**config.mk**
```make
export PLATFORM = sky130hd
export DESIGN_NAME = branch_seq
export DESIGN_NICKNAME = d
export VERILOG_FILES = /design/src/rtl/branch_pkg.sv /design/src/rtl/branch_cmp.sv /design/src/rtl/branch_seq.sv
export SDC_FILE = /design/constraint.sdc
export NUM_CORES = 1
export LEC_CHECK = 0
export CAP_MARGIN = 0
export CORE_MARGIN = 10
export CORE_UTILIZATION = 25
export CTS_BUF_LIST = sky130_fd_sc_hd__clkbuf_4 sky130_fd_sc_hd__clkbuf_8 sky130_fd_sc_hd__clkbuf_16
export DETAILED_ROUTE_END_ITERATION = 10
export SYNTH_ARGS = -nofsm -noshare
export SYNTH_HDL_FRONTEND = slang
export SYNTH_HIERARCHICAL = 1
export SYNTH_SLANG_ARGS = --single-unit
```
**constraint.sdc**
```tcl
create_clock -name clk -period 2.7 [get_ports clk]
set_input_delay 0.675 -clock clk [delete_from_list [all_inputs] [get_ports clk]]
set_output_delay 0.675 -clock clk [all_outputs]
set_load 0.02 [all_outputs]
```
**src/rtl/branch_pkg.sv**
```systemverilog
// Shared types and constants for the branch sequencer and its comparator.
// Optional statistics counters in branch_seq are enabled with BRANCH_SEQ_STATS_EN.
package branch_pkg;

    typedef enum logic [1:0] {
        IDLE     = 2'd0,
        WAIT_OPS = 2'd1,
        EVAL     = 2'd2,
        REDIRECT = 2'd3
    } state_t;

    // Two-code families (BEQ/BNE/BLEZ/BGTZ) ignore bit 0; only bits [3:1] are matched.
    localparam logic [3:0] BF_BLTZ = 4'b0010;
    localparam logic [3:0] BF_BGEZ = 4'b0011;
    localparam logic [3:0] BF_BEQ  = 4'b1000;
    localparam logic [3:0] BF_BNE  = 4'b1010;
    localparam logic [3:0] BF_BLEZ = 4'b1100;
    localparam logic [3:0] BF_BGTZ = 4'b1110;

    localparam logic [31:0] PC_STEP = 32'd4;

    function automatic logic [31:0] branch_target(input logic [31:0] pc, input logic [31:0] imm);
        return pc + PC_STEP + (imm << 2);
    endfunction

endpackage

```
**src/rtl/branch_cmp.sv**
```systemverilog
// Combinational branch condition evaluator: signed compare of A/B selected by the
// branch function code; unknown codes resolve not-taken and raise illegal.
module branch_cmp
    import branch_pkg::*;
(
    input  logic [3:0]  code,
    input  logic [31:0] a,
    input  logic [31:0] b,
    output logic        res,
    output logic        illegal
);

    logic a_neg;
    logic a_zero;

    assign a_neg  = a[31];
    assign a_zero = (a == 32'd0);

    always_comb begin
        res     = 1'b0;
        illegal = 1'b0;
        if (code == BF_BLTZ) begin
            res = a_neg;
        end else if (code == BF_BGEZ) begin
            res = !a_neg;
        end else if (code[3:1] == BF_BEQ[3:1]) begin
            res = (a == b);
        end else if (code[3:1] == BF_BNE[3:1]) begin
            res = (a != b);
        end else if (code[3:1] == BF_BLEZ[3:1]) begin
            res = a_neg || a_zero;
        end else if (code[3:1] == BF_BGTZ[3:1]) begin
            res = !a_neg && !a_zero;
        end else begin
            illegal = 1'b1;
        end
    end

endmodule

```
**src/rtl/branch_seq.sv**
```systemverilog
// Branch sequencer: accepts a branch, waits for operands, evaluates it and issues a
// one-cycle redirect. Define BRANCH_SEQ_STATS_EN to add taken/not-taken counters.
module branch_seq
    import branch_pkg::*;
(
    input  logic        clk,
    input  logic        reset,
    input  logic        br_valid,
    input  logic [3:0]  br_bf,
    input  logic [31:0] br_src_a,
    input  logic [31:0] br_src_b,
    input  logic [31:0] br_pc,
    input  logic [31:0] br_imm,
    input  logic        ops_ready,
    input  logic        kill,
    output logic        br_ready,
    output logic        stall,
    output logic        pc_src,
    output logic [31:0] pc_target,
`ifdef BRANCH_SEQ_STATS_EN
    output logic [15:0] stat_taken,
    output logic [15:0] stat_not_taken,
`endif
    output logic        flush,
    output logic        done,
    output logic        taken,
    output logic        bad_bf
);

    state_t      state_reg, state_next;
    logic [3:0]  bf_reg;
    logic [31:0] pc_reg, imm_reg, a_reg, b_reg;
    logic [31:0] pc_target_reg;
    logic        pc_src_reg, pc_src_next;
    logic        flush_reg, flush_next;
    logic        done_reg, done_next;
    logic        taken_reg, taken_next;
    logic        bad_reg, bad_next;
    logic        accept, ops_load;
    logic        cmp_res, cmp_illegal;

    branch_cmp u_cmp (
        .code    (bf_reg),
        .a       (a_reg),
        .b       (b_reg),
        .res     (cmp_res),
        .illegal (cmp_illegal)
    );

    // Pulses are computed from the current state and registered, so they appear
    // one cycle after EVAL/REDIRECT; this yields the 2/3-cycle branch latency.
    always_comb begin
        state_next  = state_reg;
        accept      = 1'b0;
        ops_load    = 1'b0;
        pc_src_next = 1'b0;
        flush_next  = 1'b0;
        done_next   = 1'b0;
        taken_next  = 1'b0;
        bad_next    = 1'b0;
        case (state_reg)
            IDLE: begin
                if (br_valid) begin
                    accept     = 1'b1;
                    ops_load   = ops_ready;
                    state_next = ops_ready ? EVAL : WAIT_OPS;
                end
            end
            WAIT_OPS: begin
                if (ops_ready) begin
                    ops_load   = 1'b1;
                    state_next = EVAL;
                end
            end
            EVAL: begin
                if (cmp_res) begin
                    state_next = REDIRECT;
                end else begin
                    state_next = IDLE;
                    done_next  = 1'b1;
                    bad_next   = cmp_illegal;
                end
            end
            REDIRECT: begin
                state_next  = IDLE;
                pc_src_next = 1'b1;
                flush_next  = 1'b1;
                done_next   = 1'b1;
                taken_next  = 1'b1;
            end
            default: state_next = IDLE;
        endcase
        if (kill) begin
            state_next  = IDLE;
            accept      = 1'b0;
            ops_load    = 1'b0;
            pc_src_next = 1'b0;
            flush_next  = 1'b0;
            done_next   = 1'b0;
            taken_next  = 1'b0;
            bad_next    = 1'b0;
        end
    end

    always_ff @(posedge clk) begin
        if (reset) begin
            state_reg     <= IDLE;
            bf_reg        <= 4'd0;
            pc_reg        <= 32'd0;
            imm_reg       <= 32'd0;
            a_reg         <= 32'd0;
            b_reg         <= 32'd0;
            pc_target_reg <= 32'd0;
            pc_src_reg    <= 1'b0;
            flush_reg     <= 1'b0;
            done_reg      <= 1'b0;
            taken_reg     <= 1'b0;
            bad_reg       <= 1'b0;
        end else begin
            state_reg  <= state_next;
            pc_src_reg <= pc_src_next;
            flush_reg  <= flush_next;
            done_reg   <= done_next;
            taken_reg  <= taken_next;
            bad_reg    <= bad_next;
            if (accept) begin
                bf_reg  <= br_bf;
                pc_reg  <= br_pc;
                imm_reg <= br_imm;
            end
            if (ops_load) begin
                a_reg <= br_src_a;
                b_reg <= br_src_b;
            end
            if (state_reg == EVAL && !kill) begin
                pc_target_reg <= branch_target(pc_reg, imm_reg);
            end
        end
    end

    // kill also masks any pulse already on its way out in the same cycle.
    assign br_ready  = (state_reg == IDLE);
    assign stall     = (state_reg != IDLE);
    assign pc_target = pc_target_reg;
    assign pc_src    = pc_src_reg & ~kill;
    assign flush     = flush_reg & ~kill;
    assign done      = done_reg & ~kill;
    assign taken     = taken_reg & ~kill;
    assign bad_bf    = bad_reg & ~kill;

`ifdef BRANCH_SEQ_STATS_EN
    logic [1:0]  stat_inc;
    logic [15:0] stat_cnt [2];

    assign stat_inc[0] = done & taken;
    assign stat_inc[1] = done & ~taken;

    generate
        for (genvar gi = 0; gi < 2; gi++) begin : g_stat
            logic [15:0] cnt_reg;
            always_ff @(posedge clk) begin
                if (reset) begin
                    cnt_reg <= 16'd0;
                end else if (stat_inc[gi] && cnt_reg != 16'hFFFF) begin
                    cnt_reg <= cnt_reg + 16'd1;
                end
            end
            assign stat_cnt[gi] = cnt_reg;
        end
    endgenerate

    assign stat_taken     = stat_cnt[0];
    assign stat_not_taken = stat_cnt[1];
`endif

endmodule

```
* Word level (Yosys, flattened, before mapping)
Index checks and enable logic that the tools add are counted.
Storage, ports and cells: input port bits 137, word-level logic and storage cells 64, memory bits (writable) 0, latch bits 0, flip-flop bits (word level) 167, ROM bits 0, memories 0
Cells by class: div/mod/pow operators 0, add/sub/neg operators 2, shift operators 0, multipliers 0, reductions and logical operators 12, multiplexer cells 22, bitwise logic cells 5, order comparisons 0, equality and inequality tests 13
Operator list (count):
- 32-bit by 3-bit adder with 32-bit output (second input constant) | 1
- 32-bit adder | 1
- 32-bit equality test | 1
- 32-bit logical NOT | 1
- 32-bit != test | 1
- 1-bit two-way mux | 15
- 3-bit equality test (second input constant) | 4
- 9-bit OR reduction | 1
- 4-bit by 2-bit equality test with 1-bit output (second input constant) | 2
- 2-bit two-way mux | 4
- 2-bit case mux with 4 select lines | 1
- 2-bit equality test (second input constant) | 2
- 2-bit != test (second input constant) | 2
- 1-bit case mux with 2 select lines | 2
- 1-bit AND | 3
- 1-bit logical NOT | 3
- 2-bit by 1-bit equality test with 1-bit output (second input constant) | 1
- 1-bit logical AND | 2
- 2-bit logical NOT | 1
- 1-bit inverter | 2
- 2-bit AND reduction | 1
- 2-bit nonzero test | 1
- 2-bit OR reduction | 1
- 1-bit logical OR | 1

* Depth between registers and ports, before layout
word-level depth 11, mapped depth 12

* Cells and area by module
Netlist, hierarchy kept.
By module, submodules not included:
- branch_seq | times used 1, seq. area each 3343.2 µm², area an instance 7701.1 µm², cells each 966
- branch_cmp | times used 1, seq. area each 0.0 µm², area an instance 503.0 µm², cells each 64

* Least setup slack after synthesis
No wires, ideal clock.
path kind reg-to-reg, from register pc_reg[3], to register pc_target_reg[21] (netlist: pc_target[21]), stages on the path, launching flop included 11, path slack 0.175 ns, required time 2.583 ns, arrival time 2.407 ns, setup time 0.117 ns, path through dfxtp_1 -> ha_1 -> ha_1 -> fa_1 -> a21o_1 -> a31o_4 -> a31oi_4 -> a211oi_2 -> o31ai_4 -> nand3_1 -> a32o_1
Between the ends: word-level cells in the longest chain between the ends 2
RTL lines:
- from (decl) | line branch_seq.sv:32 | logic [31:0] pc_reg, imm_reg, a_reg, b_reg;
- from (signal assigned) | line branch_seq.sv:128 | pc_reg <= br_pc;
- 32-bit by 3-bit adder with 32-bit output | line branch_pkg.sv:23 | return pc + PC_STEP + (imm << 2);
- 32-bit adder | line branch_pkg.sv:23
- to (signal assigned) | line branch_seq.sv:136 | pc_target_reg <= branch_target(pc_reg, imm_reg);
- to (decl) | line branch_seq.sv:33 | logic [31:0] pc_target_reg;
No other way between the ends. A chain may end at the register's enable or synchronous reset.

* Final worst setup path
from register imm_reg[1], to register pc_target_reg[21] (netlist: pc_target[21])
Between the ends: word-level cells in the longest chain between the ends 1
RTL lines:
- from (decl) | line branch_seq.sv:32
- from (signal assigned) | line branch_seq.sv:129 | imm_reg <= br_imm;
- 32-bit adder | line branch_pkg.sv:23
No other way between the ends.

==> impl_metrics.env <==
export IMPL_irDropWorstVdd_mv=0.298
export IMPL_areaGrowthSynthToFinish_pct=36.1
export IMPL_highest_layer="met5"
export IMPL_place_area_mm2=0.0104
export IMPL_clk_pin_slew_ns=0.07
export IMPL_cpMostUsedCell="ha_4"
export IMPL_ant_nets=0
export IMPL_clock_fmax_mhz=387
export IMPL_clock_latency_ns=0.42
export IMPL_crit_type="reg -> reg"
export IMPL_syn_inst=1030
export IMPL_cts_hold_buf=0
export IMPL_final_layout_size_suffix_gt1_frac=0.0791
export IMPL_reg2reg_from="imm_reg[1]"
export IMPL_grt_pass1_vias=7445
export IMPL_cts_buffer_depth=2
export IMPL_met1Wirelength_um=11600
export IMPL_met3_wirelength_um=1010
export IMPL_finalSetupTns_ns=0
export IMPL_routedWlPerCell_um=15.3
export IMPL_critPathRequiredTime_ns=3.01
export IMPL_crit_fanout=3
export IMPL_holdCritPathClass="reg -> reg"
export IMPL_p_int_mw=4.42
export IMPL_ys_ff_latch=167
export IMPL_drc=0
export IMPL_cts_tree="done"
export IMPL_finalCritPeriodShare=0.957
export IMPL_holdCritStartpoint="pc_target[25]"
export IMPL_slowest_delay_ns=0.36
export IMPL_cts_num_sinks=167
export IMPL_io_pins=176
export IMPL_worst_pin_slew_ns=0.771
export IMPL_vias=7519
export IMPL_crit_path_start_kind="flip-flop"
export IMPL_die_area_mm2=0.0405
export IMPL_synth_nets=1225
export IMPL_critPathArrivalTime_ns=2.89
export IMPL_seq_area_frac_synth=0.408
export IMPL_crit_path_top_delay_cell="fa_2"
export IMPL_rsz0062_at_grt="no"
export IMPL_cts_buffers=17
export IMPL_core_area_mm2=0.0325
export IMPL_drtPass1Iterations=5
export IMPL_grt_pass1_wl_um=39700
export IMPL_dp_slack_ns=-0.0912
export IMPL_finalHoldViolCount=0
export IMPL_status="complete, no violations"
export IMPL_gp_congestion=0.861
export IMPL_fin_worst_skew_ns=0.00877
export IMPL_critPathLaunch="imm_reg[1]"
export IMPL_cap_violations=0
export IMPL_avgSynthCellArea_um2=7.97
export IMPL_root_buffer="clkbuf_16"
export IMPL_synth_distinct_cells=63
export IMPL_track_usage=0.121
export IMPL_ys_flop_type="dfxtp_1"
export IMPL_antenna_found_initial=5
export IMPL_slew_headroom=0.486
export IMPL_ys_warn_count=6
export IMPL_dr_wl_met2_um=12300
export IMPL_overflow=0
export IMPL_dp_hpwl_um=19300
export IMPL_crit_chain="ha_4 > ha_4 > fa_2 > a21o_1 > a31o_4 > a31oi_4 > a211oi_4 > o31ai_4 > nand3_1 > a32o_1"
export IMPL_powerDensity_mw_per_mm2=529
export IMPL_drtIter0Drc=441
export IMPL_die_h_um=201
export IMPL_via_per_inst=4.57
export IMPL_end_kind="flip-flop"
export IMPL_finalMaxSlewViolations=0
export IMPL_async_reset_ff_frac=0
export IMPL_p_sw_mw=1.49
export IMPL_cts_max_level=4
export IMPL_num_nets_final=1384
export IMPL_power_frac_comb=0.128
export IMPL_design_area_mm2=0.0112
export IMPL_fp_row_count=66
export IMPL_synth_edf_count=0
export IMPL_synth_area_mm2=0.00820
export IMPL_swShare=0.253
export IMPL_io_buffers=173
export IMPL_crit_family="compound AO/OA/AOI/OAI gates"
export IMPL_nFillCells=3388
export IMPL_timing_final_ws_setup_ns=0.116
export IMPL_p_leak_nw=4.47
export IMPL_die_w_um=201
export IMPL_critPathBufInv=0
export IMPL_start_util=0.253
export IMPL_setup_violations_final=0
export IMPL_finalPower_mw=5.91
export IMPL_fin_crit_ns=2.58
export IMPL_pwr_share_seq=0.442
export IMPL_routed_wl_um=25200
export IMPL_clkPwrFrac=0.431
export IMPL_grt_max_degree=71
==> worst register-to-register path: cells and delay by family, from the launching register on <==
kind,cells,cell delay (ns)
AOI/OAI and AO/OA,6,1.30
adders and majority gates,3,0.76
DFF,1,0.34
and+or+nand+nor,1,0.10
==> Yosys cell counts (3+ instances only) <==
master    number  area share
a211oi_1       6      0.0055
a21o_1        11       0.010
a21oi_1      177        0.11
a31oi_1        3      0.0023
and3_1         7      0.0053
buf_4          7      0.0064
clkbuf_1      45       0.021
dfxtp_1      167        0.41
ha_1          57       0.087
inv_1         12      0.0055
mux2i_1        3      0.0037
nand2_1      322        0.15
nand2b_1       3      0.0023
nand3_1       12      0.0073
nand3b_1       3      0.0027
nand4_1        6      0.0046
nor2_1        22       0.010
nor2b_1        6      0.0046
nor3_1         4      0.0024
nor3b_1        3      0.0027
nor4_1        14       0.011
o211ai_1       3      0.0027
o21ai_0       18       0.011
o21ai_1        8      0.0049
o21bai_1       4      0.0037
or3_1          3      0.0023
xnor2_1       11       0.012
xor2_1        45       0.048
==> cell usage in the layout, fill, tap and decap left out, types with 5 or more instances in the layout <==
cell             synthesis  routed
nand2_1                322     322
ha_1                    57      52
o21ai_1                  8       8
buf_4                    7      22
a21oi_1                177     175
xor2_1                  45      45
a211oi_1                 6       5
inv_1                   12      12
nor2_1                  22      21
nand4_1                  6       6
o21ai_0                 18      17
dfxtp_1                167     165
and3_1                   7       7
nand3_1                 12      12
clkbuf_16                0      17
nor4_1                  14      14
a21o_1                  11      11
xnor2_1                 11      11
clkdlybuf4s50_1          0     167
nor2b_1                  6       6
==> routing by layer <==
metal,track usage,vias up
met1,0.150,3527
met3,0.0251,16
met5,0,-
met4,0.0338,4
li1,-,3832
met2,0.207,140
==> area by class of cell <==
class                   instances  area, um2  share of cell area
diodes                          3       7.51            0.000672
clock buffers                  18        439              0.0393
clock inverters                13        169              0.0151
inverters                      12       45.0             0.00403
multi-input cells             794       4660               0.417
flip-flops and latches        167       3350               0.300
well taps                     442        553              0.0495
repair buffers                197       1950               0.175
==> final timing paths <==
path,to,slack [ns],depth (start not counted)
worst max-delay path,pc_target[21],0.12,10
worst min-delay path,pc_target[25],0.45,2
worst max register to register,pc_target[21],0.12,10
worst min register to register,pc_target[25],0.45,2
==> logic make-up (layout without fill, tap and decap cells) <==
logic type	Yosys count	after routing	share of synthesized area
compound gates	259	259	0.185
xor+xnor	56	56	0.0598
fa+ha+maj	58	58	0.0894
buf+inv	69	240	0.0371
flops	167	167	0.408
mux	3	3	0.00366
other cells	0	3	0
simple gates	418	418	0.218
==> stage by stage <==
step                cells   util  hold WS, ns
detailed placement   1609  0.322        0.445
floorplan            1030      -        0.432
finish               1646  0.344        0.452
global placement     1609  0.322        0.443
global route         1646  0.344        0.483
CTS                  1640  0.341        0.457
==> power groups by stage <==
stage                     Clock [mW]  Combinational [mW]  Sequential (mW)
after floorplan                    0               0.411             2.65
final                           2.55               0.754             2.61
after global placement             0               0.739             2.66
after CTS                       2.61               0.751             2.61
after global routing            2.71               0.833             2.62
after detailed placement           0               0.747             2.67
==> timing repair <==
action	4_1_cts	5_1_grt
pin swaps	0	14
setup buffers	0	3
endpoints found under the setup margin	6	12
resized for setup	5	17
Power figures use the tool's default switching activity.
